===== src/rtl/seq_movebit_unit_if.sv =====
// Handshake and data bundle between the E-stage controller and the popcount shift unit.
interface seq_movebit_unit_if #(
  parameter int WIDTH = 32,
  parameter int IMM_W = 16
);
  localparam int CW = $clog2(IMM_W + 1);

  logic             start;
  logic             flush;
  logic [1:0]       mode;
  logic [WIDTH-1:0] src;
  logic [IMM_W-1:0] imm;
  logic             busy;
  logic             done;
  logic [WIDTH-1:0] result;
  logic [CW-1:0]    count;

  modport master (
    output start, flush, mode, src, imm,
    input  busy, done, result, count
  );

  modport slave (
    input  start, flush, mode, src, imm,
    output busy, done, result, count
  );
endinterface


===== src/rtl/seq_movebit_unit.sv =====
// Multi-cycle popcount-driven shift unit: shifts one bit per cycle by popcount(imm)
// in one of four modes, behind a start/busy/done handshake with flush abort.
module seq_movebit_unit #(
  parameter int WIDTH = 32,
  parameter int IMM_W = 16
) (
  input  logic               clk,
  input  logic               reset,
  seq_movebit_unit_if.slave  bus
);
  localparam int CW = $clog2(IMM_W + 1);

  localparam logic [1:0] ST_IDLE  = 2'd0;
  localparam logic [1:0] ST_SHIFT = 2'd1;
  localparam logic [1:0] ST_DONE  = 2'd2;

  localparam logic [1:0] MODE_FLIPSRA = 2'd0;
  localparam logic [1:0] MODE_SRA     = 2'd1;
  localparam logic [1:0] MODE_SRL     = 2'd2;
  localparam logic [1:0] MODE_ROTR    = 2'd3;

  localparam logic [WIDTH-1:0] WIDTH_V = WIDTH'(WIDTH);

  logic [1:0]       state;
  logic [1:0]       mode_q;
  logic [WIDTH-1:0] work;
  logic [CW-1:0]    remain;
  logic [WIDTH-1:0] result_q;
  logic [CW-1:0]    count_q;

  logic [CW-1:0]    pc;
  logic [WIDTH-1:0] prep;
  logic [WIDTH-1:0] flip_mask;
  logic [WIDTH-1:0] stepped;
  logic             accept;

  // Population count of the incoming immediate (the shift amount).
  always_comb begin
    pc = '0;
    for (int unsigned i = 0; i < IMM_W; i++) begin
      pc = pc + CW'(bus.imm[i]);
    end
  end

  // Operand preparation at accept: FLIPSRA inverts the top pc bits, or all bits when imm >= WIDTH.
  always_comb begin
    flip_mask = ~({WIDTH{1'b1}} >> pc);
    prep      = bus.src;
    if (bus.mode == MODE_FLIPSRA) begin
      if (WIDTH'(bus.imm) < WIDTH_V) begin
        prep = bus.src ^ flip_mask;
      end else begin
        prep = ~bus.src;
      end
    end
  end

  // One-bit step of the working value according to the latched mode.
  always_comb begin
    stepped = {work[WIDTH-1], work[WIDTH-1:1]};
    case (mode_q)
      MODE_SRL:  stepped = {1'b0, work[WIDTH-1:1]};
      MODE_ROTR: stepped = {work[0], work[WIDTH-1:1]};
      MODE_FLIPSRA,
      MODE_SRA:  stepped = {work[WIDTH-1], work[WIDTH-1:1]};
      default:   stepped = {work[WIDTH-1], work[WIDTH-1:1]};
    endcase
  end

  assign accept = bus.start && !bus.flush && (state == ST_IDLE || state == ST_DONE);

  // Sequencer: accept/capture, per-cycle shifting, completion and flush abort.
  // A zero-popcount op skips SHIFT, so its result is written at the accept edge
  // to be valid alongside the done pulse.
  always_ff @(posedge clk or negedge reset) begin
    if (!reset) begin
      state    <= ST_IDLE;
      mode_q   <= '0;
      work     <= '0;
      remain   <= '0;
      result_q <= '0;
      count_q  <= '0;
    end else if (bus.flush) begin
      state <= ST_IDLE;
    end else if (accept) begin
      count_q <= pc;
      remain  <= pc;
      mode_q  <= bus.mode;
      work    <= prep;
      if (pc == '0) begin
        result_q <= prep;
        state    <= ST_DONE;
      end else begin
        state <= ST_SHIFT;
      end
    end else begin
      case (state)
        ST_SHIFT: begin
          work   <= stepped;
          remain <= remain - CW'(1);
          if (remain == CW'(1)) begin
            result_q <= stepped;
            state    <= ST_DONE;
          end
        end
        ST_DONE: state <= ST_IDLE;
        default: state <= ST_IDLE;
      endcase
    end
  end

  assign bus.busy   = (state == ST_SHIFT);
  assign bus.done   = (state == ST_DONE);
  assign bus.result = result_q;
  assign bus.count  = count_q;
endmodule


===== src/flat_wrapper.sv =====
// flat-port wrapper written by rule: the top's interface ports become plain ports
module seq_movebit_unit_flat 
#(
  parameter int WIDTH = 32,
  parameter int IMM_W = 16
)
  (clk, reset, bus_start, bus_flush, bus_mode, bus_src, bus_imm, bus_busy, bus_done, bus_result, bus_count);
  seq_movebit_unit_if #(.WIDTH(WIDTH), .IMM_W(IMM_W)) bus_i ();
  input  logic clk;
  input  logic reset;
  input wire logic [$bits(bus_i.start)-1:0] bus_start;
  input wire logic [$bits(bus_i.flush)-1:0] bus_flush;
  input wire logic [$bits(bus_i.mode)-1:0] bus_mode;
  input wire logic [$bits(bus_i.src)-1:0] bus_src;
  input wire logic [$bits(bus_i.imm)-1:0] bus_imm;
  output wire logic [$bits(bus_i.busy)-1:0] bus_busy;
  output wire logic [$bits(bus_i.done)-1:0] bus_done;
  output wire logic [$bits(bus_i.result)-1:0] bus_result;
  output wire logic [$bits(bus_i.count)-1:0] bus_count;
  assign bus_i.start = bus_start;
  assign bus_i.flush = bus_flush;
  assign bus_i.mode = bus_mode;
  assign bus_i.src = bus_src;
  assign bus_i.imm = bus_imm;
  assign bus_busy = bus_i.busy;
  assign bus_done = bus_i.done;
  assign bus_result = bus_i.result;
  assign bus_count = bus_i.count;
  seq_movebit_unit #(.WIDTH(WIDTH), .IMM_W(IMM_W)) u_core (.clk(clk), .reset(reset), .bus(bus_i));
endmodule

===== config.mk =====
export PLATFORM = sky130hd
export DESIGN_NAME = seq_movebit_unit_flat
export DESIGN_NICKNAME = d
export VERILOG_FILES = /design/src/rtl/seq_movebit_unit_if.sv /design/src/rtl/seq_movebit_unit.sv /design/src/flat_wrapper.sv
export SDC_FILE = /design/constraint.sdc
export NUM_CORES = 1
export LEC_CHECK = 0
export BUFFER_PORTS_ARGS = -buffer_cell sky130_fd_sc_hd__clkbuf_2
export CAP_MARGIN = 5
export CORE_UTILIZATION = 55
export DETAILED_ROUTE_END_ITERATION = 8
export PLACE_DENSITY_LB_ADDON = 0.1
export SKIP_CTS_REPAIR_TIMING = 1
export SLEW_MARGIN = 0
export SYNTH_ARGS = -nofsm -noshare
export SYNTH_HDL_FRONTEND = slang
export SYNTH_SLANG_ARGS = --single-unit

===== constraint.sdc =====
create_clock -name clk -period 5.8 [get_ports clk]
set_input_delay 0.58 -clock clk [delete_from_list [all_inputs] [get_ports clk]]
set_output_delay 0.58 -clock clk [all_outputs]
set_load 0.02 [all_outputs]

After elaboration in Yosys (flattened, before gate mapping) --
Cells that the tools add are included.
Storage, ports and cells: output and inout port bits 39, bits of input ports 54, logic and storage cells 66, flip-flop bits (word level) 78
Cells by class: add/subtract/negate cells 16, shift operators 1, magnitude comparators 1, bitwise operators 4, reductions and logical operators 14, mux-type cells 16, equality and inequality tests 8
Operator list (number):
- 32-bit two-way mux | 8
- 32-bit case mux with 3 select lines | 1
- 5-bit by 1-bit adder with 5-bit output | 14
- 32-bit NOT | 2
- 32-bit by 5-bit >> shifter with 32-bit output, first input constant | 1
- 32-bit XOR | 1
- 16-bit by 6-bit less-than comparator with 1-bit output, second input constant | 1
- 2-bit two-way mux | 5
- 5-bit two-way mux | 2
- 2-bit equality test, second input constant | 3
- 2-bit logical NOT | 3
- 5-bit by 1-bit equality test with 1-bit output, second input constant | 1
- 5-bit logical NOT | 1
- 5-bit by 1-bit subtractor with 5-bit output, second input constant | 1
- 2-bit by 1-bit equality test with 1-bit output, second input constant | 2
- 4-bit by 2-bit inequality test with 1-bit output, second input constant | 1
- 2-bit AND reduction | 2
- 4-bit AND reduction | 1
- 2-bit nonzero test | 2
- 1-bit by 1-bit adder with 2-bit output | 1
- 1-bit logical AND | 2
- 2-bit inequality test, second input constant | 1
- 2-bit OR reduction | 1
- 1-bit logical NOT | 1
- other kinds (2) | 2

Logic depth before layout (Yosys ltp) --
Gate-level depths: netlist of run 1.
depth after elaboration 22, mapped depth 21, gate-level depth less buffers 17

Worst setup path after synthesis of run 1 --
Ideal clock, no wire load.
path type in2reg, start in bus_imm[0], end reg u_core.result_q[28] (netlist: u_core.bus.result[28]), library setup time 0.125 ns, arrival time 5.192 ns, setup slack 0.483 ns, stages on the path 15, path through ha_1 inv_1 fa_1 fa_1 fa_1 fa_1 inv_1 fa_1 fa_1 a21o_1 a2111oi_2 o211ai_1 o21ai_0 mux2i_1 o21ai_1
On the way: word-level cells in the longest chain between the ends 22, elaborated cells on any way between the ends 26, those cells by class 15 x add/sub; 1 x order compare; 1 x eq/ne; 1 x shift; 4 x mux; 2 x bitwise; 2 x reduce/logical
Ends and longest elaborated chain:
- start, declared | RTL line flat_wrapper.sv:15 | input wire logic [$bits(bus_i.imm)-1:0] bus_imm;
- 1-bit by 1-bit adder with 2-bit output | RTL line seq_movebit_unit.sv:41 | pc = pc + CW'(bus.imm[i]);
- 5-bit by 1-bit adder with 5-bit output (14 in series) | RTL line seq_movebit_unit.sv:41
- 32-bit by 5-bit >> shifter with 32-bit output | RTL line seq_movebit_unit.sv:47 | flip_mask = ~({WIDTH{1'b1}} >> pc);
- 32-bit NOT | RTL line seq_movebit_unit.sv:47
- 32-bit XOR | RTL line seq_movebit_unit.sv:51 | prep = bus.src ^ flip_mask;
- 32-bit two-way mux | RTL line seq_movebit_unit.sv:50 | if (WIDTH'(bus.imm) < WIDTH_V) begin
- 32-bit two-way mux | RTL line seq_movebit_unit.sv:49 | if (bus.mode == MODE_FLIPSRA) begin
- 32-bit two-way mux | RTL line seq_movebit_unit.sv:90 | if (pc == '0) begin
- 32-bit two-way mux | RTL line seq_movebit_unit.sv:85 | end else if (accept) begin
- end signal, assigned | RTL line seq_movebit_unit.sv:91 | result_q <= prep;
- end signal, assigned | RTL line seq_movebit_unit.sv:102 | result_q <= stepped;
- end, declared | RTL line seq_movebit_unit.sv:28 | logic [WIDTH-1:0] result_q;
Parallel ways exist; a longest one is shown, timed or not. The select of a mux whose other input is x is not followed. A chain may end at the register's enable or synchronous reset.

Worst setup path after layout of run 1 --
start in bus_imm[0], end reg u_core.result_q[23] (netlist: u_core.bus.result[23])
The elaborated chain is that of the path after synthesis.

==> impl_metrics.env, run 1 <==
export IMPL_grt_util_all_layers=0.289
export IMPL_vias_per_cell=5.74
export IMPL_rsz0062_at_grt="false"
export IMPL_ant_nets=0
export IMPL_synthToLayoutAreaGrowth_pct=16.0
export IMPL_synthDistinctLibCells=43
export IMPL_fin_setup_tns_ns=0
export IMPL_p_per_area_nw_per_um2=521
export IMPL_yosys_area_top_type="dfrtp_1"
export IMPL_syn_inst=547
export IMPL_hold_viol_final=0
export IMPL_crit_path_start="bus_imm[0]"
export IMPL_yosys_warnings=0
export IMPL_numPortBuffers=92
export IMPL_synth_area_top_cells="dfrtp_1 (42%), nand2_1 (11%), a21oi_1 (4.9%)"
export IMPL_synth_commonest_cells="nand2_1 (133), dfrtp_1 (78), a21oi_1 (46)"
export IMPL_drive_gt1_frac=0.208
export IMPL_crit_path_end="u_core.bus.result[23]$_DFFE_PN0P_"
export IMPL_n_fill_cell=706
export IMPL_initial_core_util=0.570
export IMPL_finClkSkew_ns=0.0141
export IMPL_setup_viol=0
export IMPL_vias=4227
export IMPL_clkLatencyLatePin_ns=0.36
export IMPL_critPathLaunchType="primary input"
export IMPL_finalMaxSlewViolations=0
export IMPL_cp_end_kind="flop"
export IMPL_clk_pin_slew_ns=0.09
export IMPL_fin_nets=699
export IMPL_synth_nets=620
export IMPL_rr_worst_depth=7
export IMPL_antenna_found_initial=0
export IMPL_synth_top_area_frac=0.417
export IMPL_die_area_um2=8890
export IMPL_run_status="complete, no violations"
export IMPL_timing_rr_end="u_core.bus.result[16]$_DFFE_PN0P_"
export IMPL_drcViolationCount=0
export IMPL_clkSinkCount=78
export IMPL_synth_most_common_cell="nand2_1"
export IMPL_hp_class="in2async"
export IMPL_hold_slack_ns=0.363
export IMPL_row_count=33
export IMPL_wl_mm=12.0
export IMPL_synthesis_area_um2=4680
export IMPL_post_dp_cell_area_um2=5210
export IMPL_drt_iter0_markers=266
export IMPL_grt_max_degree=79
export IMPL_first_pass_iters=6
export IMPL_design_area_um2=5430
export IMPL_seq_area_frac_synth=0.417
export IMPL_worstSetupPathType="in2reg"
export IMPL_crit_arrival_ns=5.48
export IMPL_dp_hpwl_mm=8.22
export IMPL_fin_util=0.661
export IMPL_cellLeakagePower_nw=2.75
export IMPL_fp_dieH_um=94.3
export IMPL_cts_buffers=9
export IMPL_grt_pass1_vias=3998
export IMPL_n_antenna_cell=0
export IMPL_fin_crit_sh=0.905
export IMPL_core_area_um2=8220
export IMPL_worst_slew_pin_slew_ns=1.04
export IMPL_synth_edff_count=0
export IMPL_gp_congestion=0.908
export IMPL_finalCriticalPeriod_ns=5.25
export IMPL_avgSynthCellArea_um2=8.56
export IMPL_worst_ir_drop_vdd_v=0.000246
export IMPL_die_x_um=94.3
export IMPL_cp_max_fo=9
export IMPL_overflow=0
export IMPL_cp_required_ns=6.03
export IMPL_grt_pass1_wl_mm=19.6
export IMPL_fmax_mhz=191
export IMPL_ios=93
export IMPL_r2r_setup_slack_ns=3.22
export IMPL_ys_flop_type="dfrtp_1"
export IMPL_cts_max_path_buffers=2
export IMPL_wl_per_cell_um=16.3
export IMPL_ys_async_sr_fraction=1.00
export IMPL_cts_tree="yes"
export IMPL_max_slew_margin=0.301
export IMPL_ys_ff_latch=78
export IMPL_drv_cap=0
export IMPL_root_buffer="clkbuf_8"
export IMPL_cts_max_level=3
export IMPL_timing_rr_start="u_core.state[0]$_DFFE_PN0P_"
[layout by cell type (no fill, tap or decap), types with 2 or more instances in the layout]
cell type / instances
a211oi_1: 6
a21o_1: 7
a21oi_1: 46
a21oi_2: 2
a31oi_1: 15
and2_1: 2
and3_1: 28
buf_4: 12
bufinv_16: 2
clkbuf_2: 91
clkbuf_8: 9
clkinv_4: 3
dfrtp_1: 78
fa_1: 10
ha_1: 9
inv_1: 25
mux2i_1: 7
nand2_1: 133
nand2b_1: 5
nand3_1: 7
nor2_1: 29
nor2b_1: 2
nor3_1: 8
nor3b_2: 2
o211ai_1: 3
o21a_1: 2
o21ai_0: 21
o21ai_1: 4
o221ai_1: 16
or2_2: 2
or3_1: 2
xnor2_1: 9
xor2_1: 21
[per-layer routing]
layer / GRT usage / wire, um / vias up
li1: - / - / 2021
met1: 0.418 / 5410 / 2026
met2: 0.441 / 5530 / 158
met3: 0.0445 / 832 / 22
met4: 0.0936 / 235 / 0
met5: 0 / 0 / -
[through the flow]
step	worst slack, ns	power, mW	cells
after detailed placement	0.209	2.36	720
after global routing	0.299	3.05	736
after global placement	0.318	2.33	720
after floorplan	0.483	1.90	547
after CTS	0.584	2.83	736
final	0.552	2.83	736
[layout make-up]
cell class / instances / area (um2) / share of cell area
multi-input combinational: 408 / 2480 / 0.457
sequential: 78 / 1950 / 0.359
timing repair buffer: 103 / 546 / 0.100
tap: 105 / 131 / 0.0242
clock buffer: 10 / 128 / 0.0235
inverter: 26 / 97.6 / 0.0180
clock inverter: 6 / 95.1 / 0.0175
[sequential cells by signal, summed over array words and instances, names as in the netlist]
register	count
u_core.work	32
u_core.mode_q	2
u_core.remain	5
u_core.state	2
u_core.bus.result	32
u_core.bus.count	5
[worst min path at each step]
stage | to | slack [ns] | startpoint
after detailed placement | u_core.bus.result[2]$_DFFE_PN0P_ | 0.46 | u_core.bus.result[2]$_DFFE_PN0P_
after global placement | u_core.bus.result[0]$_DFFE_PN0P_ | 0.46 | u_core.bus.result[0]$_DFFE_PN0P_
final | u_core.bus.result[23]$_DFFE_PN0P_ | 0.36 | reset
after global routing | u_core.bus.count[2]$_DFFE_PN0P_ | 0.45 | reset
after floorplan | u_core.bus.count[0]$_DFFE_PN0P_ | 0.28 | reset
after CTS | u_core.bus.result[23]$_DFFE_PN0P_ | 0.41 | reset
[power breakdown]
group | internal (mW) | switching, mW | total, mW
Sequential | 0.796 | 0.187 | 0.983
Combinational | 0.514 | 0.875 | 1.39
Clock | 0.246 | 0.214 | 0.460
Total | 1.56 | 1.28 | 2.83
[logic make-up after synthesis]
logic type / Yosys count / share of synthesized area
buffers and inverters: 61 / 0.0556
DFF: 78 / 0.417
AOI/OAI and AO/OA: 127 / 0.177
muxes: 7 / 0.0150
adders and majority gates: 19 / 0.0668
and+or+nand+nor: 225 / 0.213
xor gates and xnor gates: 30 / 0.0561
[critical path: stages]
cell,delay [ns]
clkbuf_2,0.08
ha_1,0.28
inv_1,0.07
fa_1,0.43
fa_1,0.54
fa_1,0.44
fa_1,0.49
inv_1,0.05
fa_1,0.41
fa_1,0.47
a21o_1,0.25
a2111oi_2,0.49
a21oi_2,0.25
a31oi_1,0.28
xor2_1,0.22
o221ai_1,0.14
No activity file was read; power rests on OpenSTA's default activity.
==> run 2: changes to the inputs <==
--- a/config.mk
+++ b/config.mk
@@ -7,7 +7,7 @@
 export LEC_CHECK = 0
 export BUFFER_PORTS_ARGS = -buffer_cell sky130_fd_sc_hd__clkbuf_2
 export CAP_MARGIN = 5
-export CORE_UTILIZATION = 55
+export CORE_UTILIZATION = 53
 export DETAILED_ROUTE_END_ITERATION = 8
 export PLACE_DENSITY_LB_ADDON = 0.1
 export SKIP_CTS_REPAIR_TIMING = 1
==> constraint.sdc (replaced) <==
create_clock -name clk -period 5.8 [get_ports clk]
set_input_delay 0.29 -clock clk [delete_from_list [all_inputs] [get_ports clk]]
set_output_delay 0.29 -clock clk [all_outputs]
set_load 0.02 [all_outputs]
==> impl_metrics.env, run 2 (same netlist as run 1, synthesis figures left out) <==
export IMPL_fin_crit_sh=0.872
export IMPL_rsz0062_at_grt="false"
export IMPL_fin_util=0.645
export IMPL_gp_congestion=0.889
export IMPL_p_per_area_nw_per_um2=514
export IMPL_run_status="complete, no violations"
export IMPL_hp_class="in2async"
export IMPL_drcViolationCount=0
export IMPL_final_cell_mix="nand2_1 (133), clkbuf_2 (91), dfrtp_1 (78)"
export IMPL_r2r_setup_slack_ns=3.01
export IMPL_cts_max_path_buffers=2
export IMPL_n_antenna_cell=0
export IMPL_worstSetupPathType="in2reg"
export IMPL_cp_end_kind="flop"
export IMPL_row_count=33
export IMPL_n_fill_cell=738
export IMPL_grt_max_degree=79
export IMPL_timing_rr_end="u_core.bus.result[26]$_DFFE_PN0P_"
export IMPL_cts_tree="yes"
export IMPL_ant_nets=0
export IMPL_ios=93
export IMPL_drv_cap=0
export IMPL_cellLeakagePower_nw=2.73
export IMPL_fmax_mhz=198
export IMPL_fin_cells=734
export IMPL_post_dp_cell_area_um2=5190
export IMPL_drt_iter0_markers=312
export IMPL_finClkSkew_ns=0.0123
export IMPL_worst_ir_drop_vdd_v=0.000251
export IMPL_hold_slack_ns=0.0748
export IMPL_vias_per_cell=5.79
export IMPL_numPortBuffers=92
export IMPL_dp_slack_ns=0.377
export IMPL_initial_core_util=0.559
export IMPL_vias=4248
export IMPL_grt_pass1_vias=3982
export IMPL_dp_cells=718
export IMPL_dp_hpwl_mm=8.26
export IMPL_timing_rr_start="u_core.state[0]$_DFFE_PN0P_"
export IMPL_first_pass_iters=5
export IMPL_fin_nets=697
export IMPL_clk_pin_slew_ns=0.09
export IMPL_crit_path_start="bus_imm[0]"
export IMPL_final_common_cell="nand2_1"
export IMPL_worst_slew_pin_slew_ns=1.00
export IMPL_overflow=0
export IMPL_synthToLayoutAreaGrowth_pct=15.5
export IMPL_rr_worst_depth=7
export IMPL_multi_input_area_um2=2480
export IMPL_p_total_mw=2.78
export IMPL_die_area_um2=9220
export IMPL_cts_max_level=3
export IMPL_hold_viol_final=0
export IMPL_seq_area_um2=1950
export IMPL_grt_util_all_layers=0.281
export IMPL_clkLatencyLatePin_ns=0.35
export IMPL_max_slew_margin=0.332
export IMPL_root_buffer="clkbuf_8"
export IMPL_antenna_found_initial=0
export IMPL_wl_mm=11.9
export IMPL_crit_arrival_ns=5.25
export IMPL_grt_pass1_wl_mm=19.5
export IMPL_finalCriticalPeriod_ns=5.06
export IMPL_cp_max_fo=5
export IMPL_drive_gt1_frac=0.207
export IMPL_design_area_um2=5410
export IMPL_clkSinkCount=78
export IMPL_fin_setup_tns_ns=0
export IMPL_core_area_um2=8380
export IMPL_finalMaxSlewViolations=0
export IMPL_fp_dieH_um=96
export IMPL_setup_slack_ns=0.740
export IMPL_critPathLaunchType="primary input"
export IMPL_cts_buffers=9
export IMPL_die_x_um=96
export IMPL_setup_viol=0
export IMPL_wl_per_cell_um=16.3
export IMPL_cp_required_ns=5.99
[run 2: cell types whose count changed in the layout (fill, tap and decap cells not counted)]
cell        change
buf_4           -2
clkbuf_1        -1
clkinv_4        -3
bufinv_16       -1
clkinvlp_4      +1
inv_6           +2
clkbuf_8        +2
[run 2: how the worst max path moves through the flow]
stage / slack (ns) / end / cells after the start
floorplan: 0.77 / u_core.bus.result[28]$_DFFE_PN0P_ / 15
global placement: 0.48 / u_core.bus.result[22]$_DFFE_PN0P_ / 16
detailed placement: 0.38 / u_core.bus.result[18]$_DFFE_PN0P_ / 16
CTS: 0.75 / u_core.work[28]$_DFFE_PN0P_ / 16
global route: 0.45 / u_core.bus.result[28]$_DFFE_PN0P_ / 16
finish: 0.74 / u_core.work[28]$_DFFE_PN0P_ / 16
[run 2: cell type report]
class / count / area share
Clock inverter: 5 / 0.0118
Tap cell: 105 / 0.0243
Clock buffer: 11 / 0.0280
Multi-Input combinational cell: 408 / 0.459
Sequential cell: 78 / 0.361
Timing Repair Buffer: 101 / 0.0981
Inverter: 26 / 0.0180
[run 2: where the power goes]
part | internal [mW] | switching [mW] | total, mW
clock network | 0.227 | 0.211 | 0.438
logic | 0.502 | 0.859 | 1.36
registers | 0.796 | 0.188 | 0.984
[run 2: layer usage]
| layer | global-route usage | wire length (um) | up-vias |
|---|---|---|---|
| met3 | 0.0466 | 829 | 28 |
| met4 | 0.106 | 279 | 0 |
| met5 | 0 | 0 | - |
| met2 | 0.418 | 5300 | 182 |
| li1 | - | - | 2016 |
| met1 | 0.409 | 5530 | 2022 |
[run 2: worst max-delay path: stages]
cell	delay (ns)
clkbuf_2	0.08
ha_1	0.28
inv_1	0.07
fa_1	0.42
fa_1	0.55
fa_1	0.43
fa_1	0.49
inv_1	0.05
fa_1	0.42
fa_1	0.48
a21o_1	0.25
a2111oi_2	0.51
o211ai_1	0.32
o21ai_0	0.29
mux2i_1	0.26
a31oi_1	0.06
